$ cat config.mk
export PLATFORM = sky130hd
export DESIGN_NAME = cronometro_mmss_bcd_flat
export DESIGN_NICKNAME = d
export VERILOG_FILES = /design/src/rtl/cronometro_mmss_bcd_if.sv /design/src/rtl/cronometro_mmss_bcd.sv /design/src/flat_wrapper.sv
export SDC_FILE = /design/constraint.sdc
export NUM_CORES = 1
export LEC_CHECK = 0
export BUFFER_PORTS_ARGS = -buffer_cell sky130_fd_sc_hd__buf_4
export CORE_MARGIN = 8
export CORE_UTILIZATION = 40
export DETAILED_ROUTE_END_ITERATION = 7
export GPL_ROUTABILITY_DRIVEN = 0
export MAX_ROUTING_LAYER = met4
export SLEW_MARGIN = 20
export SYNTH_ARGS = -nofsm -noshare
export SYNTH_HDL_FRONTEND = slang
export SYNTH_SLANG_ARGS = --single-unit
$ cat constraint.sdc
create_clock -name clk -period 2.3 [get_ports clk]
set_input_delay 0.69 -clock clk [delete_from_list [all_inputs] [get_ports clk]]
set_output_delay 0.69 -clock clk [all_outputs]
set_load 0.01 [all_outputs]
$ cat src/rtl/cronometro_mmss_bcd_if.sv
//-----------------------------------------------------------------------------
// cronometro_mmss_bcd_if
// Control inputs and MM:SS BCD display outputs of the stopwatch.
// Revision: 1.0
//-----------------------------------------------------------------------------
`default_nettype none

interface cronometro_mmss_bcd_if;
    logic       slow_clk_in;
    logic       start_stop;
    logic       clear;
    logic [3:0] sec_units;
    logic [3:0] sec_tens;
    logic [3:0] min_units;
    logic [3:0] min_tens;
    logic       running;
    logic       rollover;

    modport master (
        output slow_clk_in, start_stop, clear,
        input  sec_units, sec_tens, min_units, min_tens, running, rollover
    );

    modport slave (
        input  slow_clk_in, start_stop, clear,
        output sec_units, sec_tens, min_units, min_tens, running, rollover
    );
endinterface

`default_nettype wire

$ cat src/rtl/cronometro_mmss_bcd.sv
//-----------------------------------------------------------------------------
// cronometro_mmss_bcd
// MM:SS BCD stopwatch counting rising edges of the divided slow clock.
// Optional start_stop debounce enabled by defining CRONO_DEBOUNCE_EN.
// Revision: 1.0
//-----------------------------------------------------------------------------
`default_nettype none

module cronometro_mmss_bcd #(
    parameter int TICKS_PER_COUNT = 1,
    parameter int DEBOUNCE_CYCLES = 500000
) (
    input  wire                   clk,
    input  wire                   Reset,
    cronometro_mmss_bcd_if.slave  crono
);

    if (TICKS_PER_COUNT < 1 || TICKS_PER_COUNT > 255 || DEBOUNCE_CYCLES < 1) begin : g_badParams
        $error("cronometro_mmss_bcd: parameter out of range");
    end

    typedef enum logic [1:0] {
        S_IDLE  = 2'd0,
        S_RUN   = 2'd1,
        S_PAUSE = 2'd2
    } state_t;

    localparam logic [7:0] c_PRESC_LAST = 8'(TICKS_PER_COUNT - 1);

    state_t     r_state;
    state_t     w_stateNext;

    logic       r_slowS1, r_slowS2, r_slowPrev;
    logic       w_tick;
    logic       r_ssS1, r_ssS2, r_ssPrev;
    logic       w_ssLevel;
    logic       w_press;

    logic [7:0] r_presc;
    logic       w_inc;

    logic [3:0] r_secUnits, r_secTens, r_minUnits, r_minTens;
    logic [3:0] w_secUnitsNext, w_secTensNext, w_minUnitsNext, w_minTensNext;
    logic       w_wrap;
    logic       r_rollover;

    // Both the slow clock and the push button are asynchronous to clk
    always_ff @(posedge clk) begin
        if (Reset) begin
            r_slowS1   <= 1'b0;
            r_slowS2   <= 1'b0;
            r_slowPrev <= 1'b0;
            r_ssS1     <= 1'b0;
            r_ssS2     <= 1'b0;
            r_ssPrev   <= 1'b0;
        end else begin
            r_slowS1   <= crono.slow_clk_in;
            r_slowS2   <= r_slowS1;
            r_slowPrev <= r_slowS2;
            r_ssS1     <= crono.start_stop;
            r_ssS2     <= r_ssS1;
            r_ssPrev   <= w_ssLevel;
        end
    end

    assign w_tick = r_slowS2 & ~r_slowPrev;

`ifdef CRONO_DEBOUNCE_EN
    localparam int c_DEB_W = (DEBOUNCE_CYCLES > 1) ? $clog2(DEBOUNCE_CYCLES) : 1;
    localparam logic [c_DEB_W-1:0] c_DEB_LAST = c_DEB_W'(DEBOUNCE_CYCLES - 1);

    logic [c_DEB_W-1:0] r_debCnt;
    logic               r_debLevel;

    // The counter tracks consecutive cycles where the input disagrees with the accepted level
    always_ff @(posedge clk) begin
        if (Reset) begin
            r_debCnt   <= '0;
            r_debLevel <= 1'b0;
        end else if (r_ssS2 == r_debLevel) begin
            r_debCnt   <= '0;
        end else if (r_debCnt == c_DEB_LAST) begin
            r_debCnt   <= '0;
            r_debLevel <= r_ssS2;
        end else begin
            r_debCnt   <= r_debCnt + 1'b1;
        end
    end

    assign w_ssLevel = r_debLevel;
`else
    assign w_ssLevel = r_ssS2;
`endif

    assign w_press = w_ssLevel & ~r_ssPrev;

    always_ff @(posedge clk) begin
        if (Reset) begin
            r_state <= S_IDLE;
        end else begin
            r_state <= w_stateNext;
        end
    end

    always_comb begin
        w_stateNext = r_state;
        if (crono.clear) begin
            w_stateNext = S_IDLE;
        end else if (w_press) begin
            case (r_state)
                S_IDLE:  w_stateNext = S_RUN;
                S_RUN:   w_stateNext = S_PAUSE;
                S_PAUSE: w_stateNext = S_RUN;
                default: w_stateNext = S_IDLE;
            endcase
        end
    end

    assign w_inc = (r_state == S_RUN) && w_tick && (r_presc == c_PRESC_LAST);

    always_ff @(posedge clk) begin
        if (Reset || crono.clear) begin
            r_presc <= 8'd0;
        end else if ((r_state == S_RUN) && w_tick) begin
            r_presc <= (r_presc == c_PRESC_LAST) ? 8'd0 : r_presc + 8'd1;
        end
    end

    always_comb begin
        w_secUnitsNext = r_secUnits;
        w_secTensNext  = r_secTens;
        w_minUnitsNext = r_minUnits;
        w_minTensNext  = r_minTens;
        w_wrap         = 1'b0;
        if (r_secUnits != 4'd9) begin
            w_secUnitsNext = r_secUnits + 4'd1;
        end else begin
            w_secUnitsNext = 4'd0;
            if (r_secTens != 4'd5) begin
                w_secTensNext = r_secTens + 4'd1;
            end else begin
                w_secTensNext = 4'd0;
                if (r_minUnits != 4'd9) begin
                    w_minUnitsNext = r_minUnits + 4'd1;
                end else begin
                    w_minUnitsNext = 4'd0;
                    if (r_minTens != 4'd5) begin
                        w_minTensNext = r_minTens + 4'd1;
                    end else begin
                        w_minTensNext = 4'd0;
                        w_wrap        = 1'b1;
                    end
                end
            end
        end
    end

    always_ff @(posedge clk) begin
        if (Reset || crono.clear) begin
            r_secUnits <= 4'd0;
            r_secTens  <= 4'd0;
            r_minUnits <= 4'd0;
            r_minTens  <= 4'd0;
        end else if (w_inc) begin
            r_secUnits <= w_secUnitsNext;
            r_secTens  <= w_secTensNext;
            r_minUnits <= w_minUnitsNext;
            r_minTens  <= w_minTensNext;
        end
    end

    // A clear landing on the wrap cycle zeroes the count without announcing a rollover
    always_ff @(posedge clk) begin
        if (Reset) begin
            r_rollover <= 1'b0;
        end else begin
            r_rollover <= w_inc & w_wrap & ~crono.clear;
        end
    end

    assign crono.sec_units = r_secUnits;
    assign crono.sec_tens  = r_secTens;
    assign crono.min_units = r_minUnits;
    assign crono.min_tens  = r_minTens;
    assign crono.running   = (r_state == S_RUN);
    assign crono.rollover  = r_rollover;

endmodule

`default_nettype wire
$ cat src/flat_wrapper.sv
// flat-port wrapper written by rule: the top's interface ports become plain ports
module cronometro_mmss_bcd_flat 
#(
    parameter int TICKS_PER_COUNT = 1,
    parameter int DEBOUNCE_CYCLES = 500000
)
  (clk, Reset, crono_slow_clk_in, crono_start_stop, crono_clear, crono_sec_units, crono_sec_tens, crono_min_units, crono_min_tens, crono_running, crono_rollover);
  cronometro_mmss_bcd_if crono_i ();
  input  wire clk;
  input  wire Reset;
  input wire logic [$bits(crono_i.slow_clk_in)-1:0] crono_slow_clk_in;
  input wire logic [$bits(crono_i.start_stop)-1:0] crono_start_stop;
  input wire logic [$bits(crono_i.clear)-1:0] crono_clear;
  output wire logic [$bits(crono_i.sec_units)-1:0] crono_sec_units;
  output wire logic [$bits(crono_i.sec_tens)-1:0] crono_sec_tens;
  output wire logic [$bits(crono_i.min_units)-1:0] crono_min_units;
  output wire logic [$bits(crono_i.min_tens)-1:0] crono_min_tens;
  output wire logic [$bits(crono_i.running)-1:0] crono_running;
  output wire logic [$bits(crono_i.rollover)-1:0] crono_rollover;
  assign crono_i.slow_clk_in = crono_slow_clk_in;
  assign crono_i.start_stop = crono_start_stop;
  assign crono_i.clear = crono_clear;
  assign crono_sec_units = crono_i.sec_units;
  assign crono_sec_tens = crono_i.sec_tens;
  assign crono_min_units = crono_i.min_units;
  assign crono_min_tens = crono_i.min_tens;
  assign crono_running = crono_i.running;
  assign crono_rollover = crono_i.rollover;
  cronometro_mmss_bcd #(.TICKS_PER_COUNT(TICKS_PER_COUNT), .DEBOUNCE_CYCLES(DEBOUNCE_CYCLES)) u_core (.clk(clk), .Reset(Reset), .crono(crono_i));
endmodule
==> Word-level counts from Yosys, hierarchy flattened <==
Index checks and enable logic that the tools add are counted.
{ "op_classes": {"add_sub_neg": 5, "multipliers": 0, "n_div": 0, "magnitude_cmp": 0, "eq_ne": 6, "shift": 0, "mux": 10, "bitwise_logic": 10, "reduce_logical": 10} }
{ "ops": {"columns": ["op", "count"], "rows": [
  ["$add A4 B1 Y4 const B", 4],
  ["$mux W4", 4],
  ["$add A8 B1 Y8 const B", 1],
  ["$logic_not A8 Y1", 1],
  ["$mux W8", 1],
  ["$ne A4 B3 Y1 const B", 2],
  ["$ne A4 B4 Y1 const B", 2],
  ["$not A1 Y1", 6],
  ["$and A1 B1 Y1", 4],
  ["$mux W1", 4],
  ["$pmux W2 S2", 1],
  ["$reduce_and A4 Y1", 1],
  ["$reduce_or A2 Y1", 2],
  ["$reduce_and A3 Y1", 1],
  ["$eq A2 B1 Y1 const B", 1],
  ["$eq A2 B2 Y1 const B", 1],
  ["$logic_and A1 B1 Y1", 2],
  ["$logic_not A2 Y1", 1],
  ["$reduce_and A2 Y1", 1],
  ["$logic_or A1 B1 Y1", 1]
]} }
{ "word_totals": {"regBits": 33, "latchBits": 0, "ramBits": 0, "romBits": 0, "inputBits": 5, "out_inout_bits": 18, "wordCells": 54, "n_memories": 0} }

==> Longest topological paths before layout <==
{ "depth": {"ltp_word": 7, "depth_mapped": 7, "mapped_depth_nobuf": 6} }

==> Least setup slack after synthesis <==
Ideal clock, no wire load.
{ "synth_path": {"kind": "reg2reg", "start": "register u_core.r_presc[0]", "end": "register u_core.r_minTens[0], in the netlist u_core.crono.min_tens[0]", "setup_ns": 0.071, "t_arrival_ns": 1.638, "required_ns": 2.229, "path_slack_ns": 0.592, "path_stages_with_launch": 7, "path_buffers": 0, "period_less_slack_ns": 1.708, "cell_sequence": "dfxtp_1 inv_1 ha_1 nor4b_4 nand4_4 or4_1 a21oi_1"} }
{ "synth_via": {"elab_chain_len": 3} }
{ "synth_lines": {"columns": ["element", "line", "rtl"], "rows": [
  ["start, declared", "cronometro_mmss_bcd.sv:39", "logic [7:0] r_presc;"],
  ["start signal, assigned", "cronometro_mmss_bcd.sv:125", "r_presc <= (r_presc == c_PRESC_LAST) ? 8'd0 : r_presc + 8'd1;"],
  ["$logic_not A8 Y1", "cronometro_mmss_bcd.sv:119", "assign w_inc = (r_state == S_RUN) && w_tick && (r_presc == c_PRESC_LAST);"],
  ["$logic_and A1 B1 Y1", "cronometro_mmss_bcd.sv:119", null],
  ["$reduce_and A4 Y1 (no line)", null, null],
  ["end signal, assigned", "cronometro_mmss_bcd.sv:168", "r_minTens <= w_minTensNext;"],
  ["end, declared", "cronometro_mmss_bcd.sv:42", "logic [3:0] r_secUnits, r_secTens, r_minUnits, r_minTens;"]
]} }
Every way passes these cells.
A chain may end at the register's enable or synchronous reset.

==> Worst setup path after layout <==
{ "layout_path": {"start": "register u_core.r_presc[0]", "end": "register u_core.r_minUnits[2], in the netlist u_core.crono.min_units[2]"} }
{ "layout_via": {"elab_chain_len": 3} }
{ "layout_lines": {"columns": ["element", "line", "rtl"], "rows": [
  ["$logic_not A8 Y1", "cronometro_mmss_bcd.sv:119", null],
  ["$logic_and A1 B1 Y1", "cronometro_mmss_bcd.sv:119", null],
  ["$reduce_and A3 Y1 (no line)", null, null],
  ["end signal, assigned", "cronometro_mmss_bcd.sv:167", "r_minUnits <= w_minUnitsNext;"],
  ["end, declared", "cronometro_mmss_bcd.sv:42", null]
]} }
Every way passes these cells.

==> reports/qor.yml <==
run_status:
  outcome: "finished, final reports clean"
critical_path:
  path_buf_inv: 1
  critPathLaunch: "u_core.r_presc[0]$_SDFFE_PP0N_"
  r2r_setup_slack_ns: 0.42
  arrival_ns: 2.09
  cp_max_fo: 9
  worstPathCellList: "inv_1, ha_1, nor4b_4, nand4_4, or4_1, a21oi_1"
  rr_startpoint: "u_core.r_presc[0]$_SDFFE_PP0N_"
  setup.worst_path.start_class: "flip-flop"
  slowest_stage: "or4_1"
  cp_slowest_stage_delay_ns: 0.52
  end_kind: "flip-flop"
  worstReg2RegEnd: "u_core.crono.min_units[2]$_SDFFE_PP0P_"
  reg2reg_depth: 6
  crit_required_ns: 2.51
  critPathTopFamily: "simple AND/OR/NAND/NOR gates"
  crit_type: "flip-flop to flip-flop"
place:
  dp.cells: 235
  place.detailed.hpwl_um: 2270
  io_buffers: 22
timing:
  slew_violations: 0
  tns_ns: 0
  fmax_ghz: 0.532
  slew_headroom_pct: 70.2
  fin_skew_ns: 0.00518
  tightest_slew_ns: 0.445
  hold_viol_final: 0
  rsz0062_at_grt: "false"
  setup_viol: 0
  finalCritPeriodShare_pct: 81.7
  period_needed_ns: 1.88
floorplan:
  fp.dieH_um: 77.6
  io-pin-count: 23
  rows: 22
  die_area_um2: 6020
  core_um2: 3660
  die_w_um: 77.6
  initial_core_util_pct: 41.5
clock_network:
  clk_latency_ns: 0.28
  clk_path_buf_depth: 2
  cts_resized: 0
  holdBufCountCts: 0
  cts_setup_buffers: 0
  cts.clk_slew.worst_paths_ns: 0.07
  clock-root-buffer: "clkbuf_8"
  numClockSinks: 33
  numCtsBuffers: 5
  htree_num_levels: 2
  cts_tree: "yes"
drt:
  wl_um: 3180
  wire_per_inst_um: 13.1
  drt_first_pass_iters: 4
  vias_per_cell: 5.27
  drt_iter0_markers: 41
  ant_nets: 0
  drc: 0
  via_count: 1281
synthesis:
  synthCells: 167
  yosysWarningCount: 0
  synth_area_leaders: "dfxtp_1 (44%), nor2b_1 (4.1%), xor2_1 (4.0%)"
  yosysTopAreaCell: "dfxtp_1"
  syn-cell-area_um2: 1520
  synth.ff_latch_count: 33
  yosysTopAreaCellShare_pct: 43.5
  synth.distinct_cells: 41
  avgSynthCellArea_um2: 9.09
  seq_area_frac_synth_pct: 43.5
  synth_fp_nets: 174
global_route:
  grt_pass1_vias: 1225
  antenna_found_initial: 0
  grt_usage_pct: 11.2
  grt_pass1_wl_um: 5410
  grt_max_degree: 16
  overflow: 0
finish:
  final_cells: 243
  drive_above_1_share_pct: 21.0
  utilization_pct: 49.8
  fin_nets: 201
  antenna_cells: 0
  fillers: 346
  area_growth_pct: 20.2
hold_path:
  hold_path.class: "flip-flop to flip-flop"
  hold_path_depth: 1
  min_delay_worst_endpoint: "u_core.r_ssS2$_SDFF_PP0_"
  min_from: "u_core.r_ssS1$_SDFF_PP0_"
flow_run:
  maxCapViolations: 0
pwr:
  powerDensity_nw_per_um2: 556
  power.total_w: 0.00101
  ir_worst_vdd_mv: 0.356
  p_leak_nw: 0.675
==> through the flow <==
step	instance area [um2]	setup slack, ns	hold WS (ns)
finish	1820	0.422	0.440
global route	1820	0.230	0.462
CTS	1820	0.415	0.444
detailed placement	1740	0.429	0.429
global placement	1740	0.503	0.417
floorplan	1520	0.592	0.414
==> area by class of cell <==
type                       instances  area, um2  area share (%)
multi-input combinational        123        815            44.7
inverter                           7       26.3            1.44
sequential                        33        661            36.2
clock buffer                       6       72.6            3.98
timing repair buffer              24        180            9.88
tap                               48       60.1            3.29
clock inverter                     2       10.0           0.549
==> report_power, final <==
group	switching (W)	total [W]	internal [W]
clock	0.000200	0.000410	0.000209
combinational	0.0000145	0.0000265	0.0000120
sequential	0.00000182	0.000578	0.000576
==> per-layer routing <==
metal | global-route usage [%] | routed length (um) | vias up
met1 | 12.5 | 1530 | 596
met5 | - | 0 | -
met3 | 4.61 | 133 | 2
met2 | 17.2 | 1500 | 24
met4 | 4.91 | 17 | 0
li1 | - | - | 659
==> placed cells by master (no fill, tap or decap), types with 7 or more instances in the layout <==
cell / netlist / final
dfxtp_1: 33 / 33
buf_4: 0 / 24
nand2_1: 16 / 16
nor2_1: 15 / 15
a21oi_1: 12 / 12
nor2b_1: 10 / 10
nand3_1: 8 / 8
nand4_1: 8 / 8
inv_1: 7 / 7
xor2_1: 7 / 7
==> logic make-up after synthesis <==
| logic type | synth area share (%) |
|---|---|
| muxes | 3.30 |
| and+or+nand+nor | 32.8 |
| DFF | 43.5 |
| buffers and inverters | 2.80 |
| adders and majority gates | 1.65 |
| xor gates and xnor gates | 5.19 |
| AOI/OAI and AO/OA | 10.7 |
==> synth_stat cells, drive strengths merged <==
| cell type | count |
|---|---|
| nor4 | 2 |
| ha | 2 |
| nand2b | 1 |
| o31ai | 3 |
| o21ai | 1 |
| a311oi | 1 |
| nor2 | 15 |
| clkbuf | 2 |
| inv | 7 |
| o21a | 1 |
| a31o | 1 |
| o41ai | 1 |
| a21oi | 12 |
| o311ai | 1 |
| xor2 | 7 |
| or4 | 2 |
| o22ai | 1 |
| and4bb | 2 |
| a31oi | 1 |
| nand2 | 16 |
| a41oi | 1 |
| nand3b | 3 |
| or2 | 2 |
| nor3 | 1 |
| and3 | 3 |
| nand3 | 8 |
| nor4b | 3 |
| mux2i | 5 |
| nand4 | 9 |
| xnor2 | 2 |
| nor2b | 10 |
| dfxtp | 33 |
| o2111a | 1 |
| nor4bb | 2 |
| buf | 2 |
| and4 | 2 |
| nor3b | 1 |
==> state kept, by name (all words and copies together), names as in the netlist, 2 cells and up <==
name                    flops
u_core.crono.sec_units      4
u_core.crono.min_units      4
u_core.crono.min_tens       4
u_core.r_presc              8
u_core.crono.sec_tens       4
u_core.r_state              2
==> worst max-delay path by stage <==
stage,end,slack (ns),cells after the start
after floorplan,u_core.crono.min_tens[0]$_SDFFE_PP0P_,0.59,6
after global placement,u_core.crono.min_units[2]$_SDFFE_PP0P_,0.50,6
after detailed placement,u_core.crono.min_units[2]$_SDFFE_PP0P_,0.43,6
after CTS,u_core.crono.min_units[2]$_SDFFE_PP0P_,0.41,6
after global routing,u_core.crono.min_units[2]$_SDFFE_PP0P_,0.23,6
final,u_core.crono.min_units[2]$_SDFFE_PP0P_,0.42,6
Note: power is estimated with default switching activity, not from simulation.
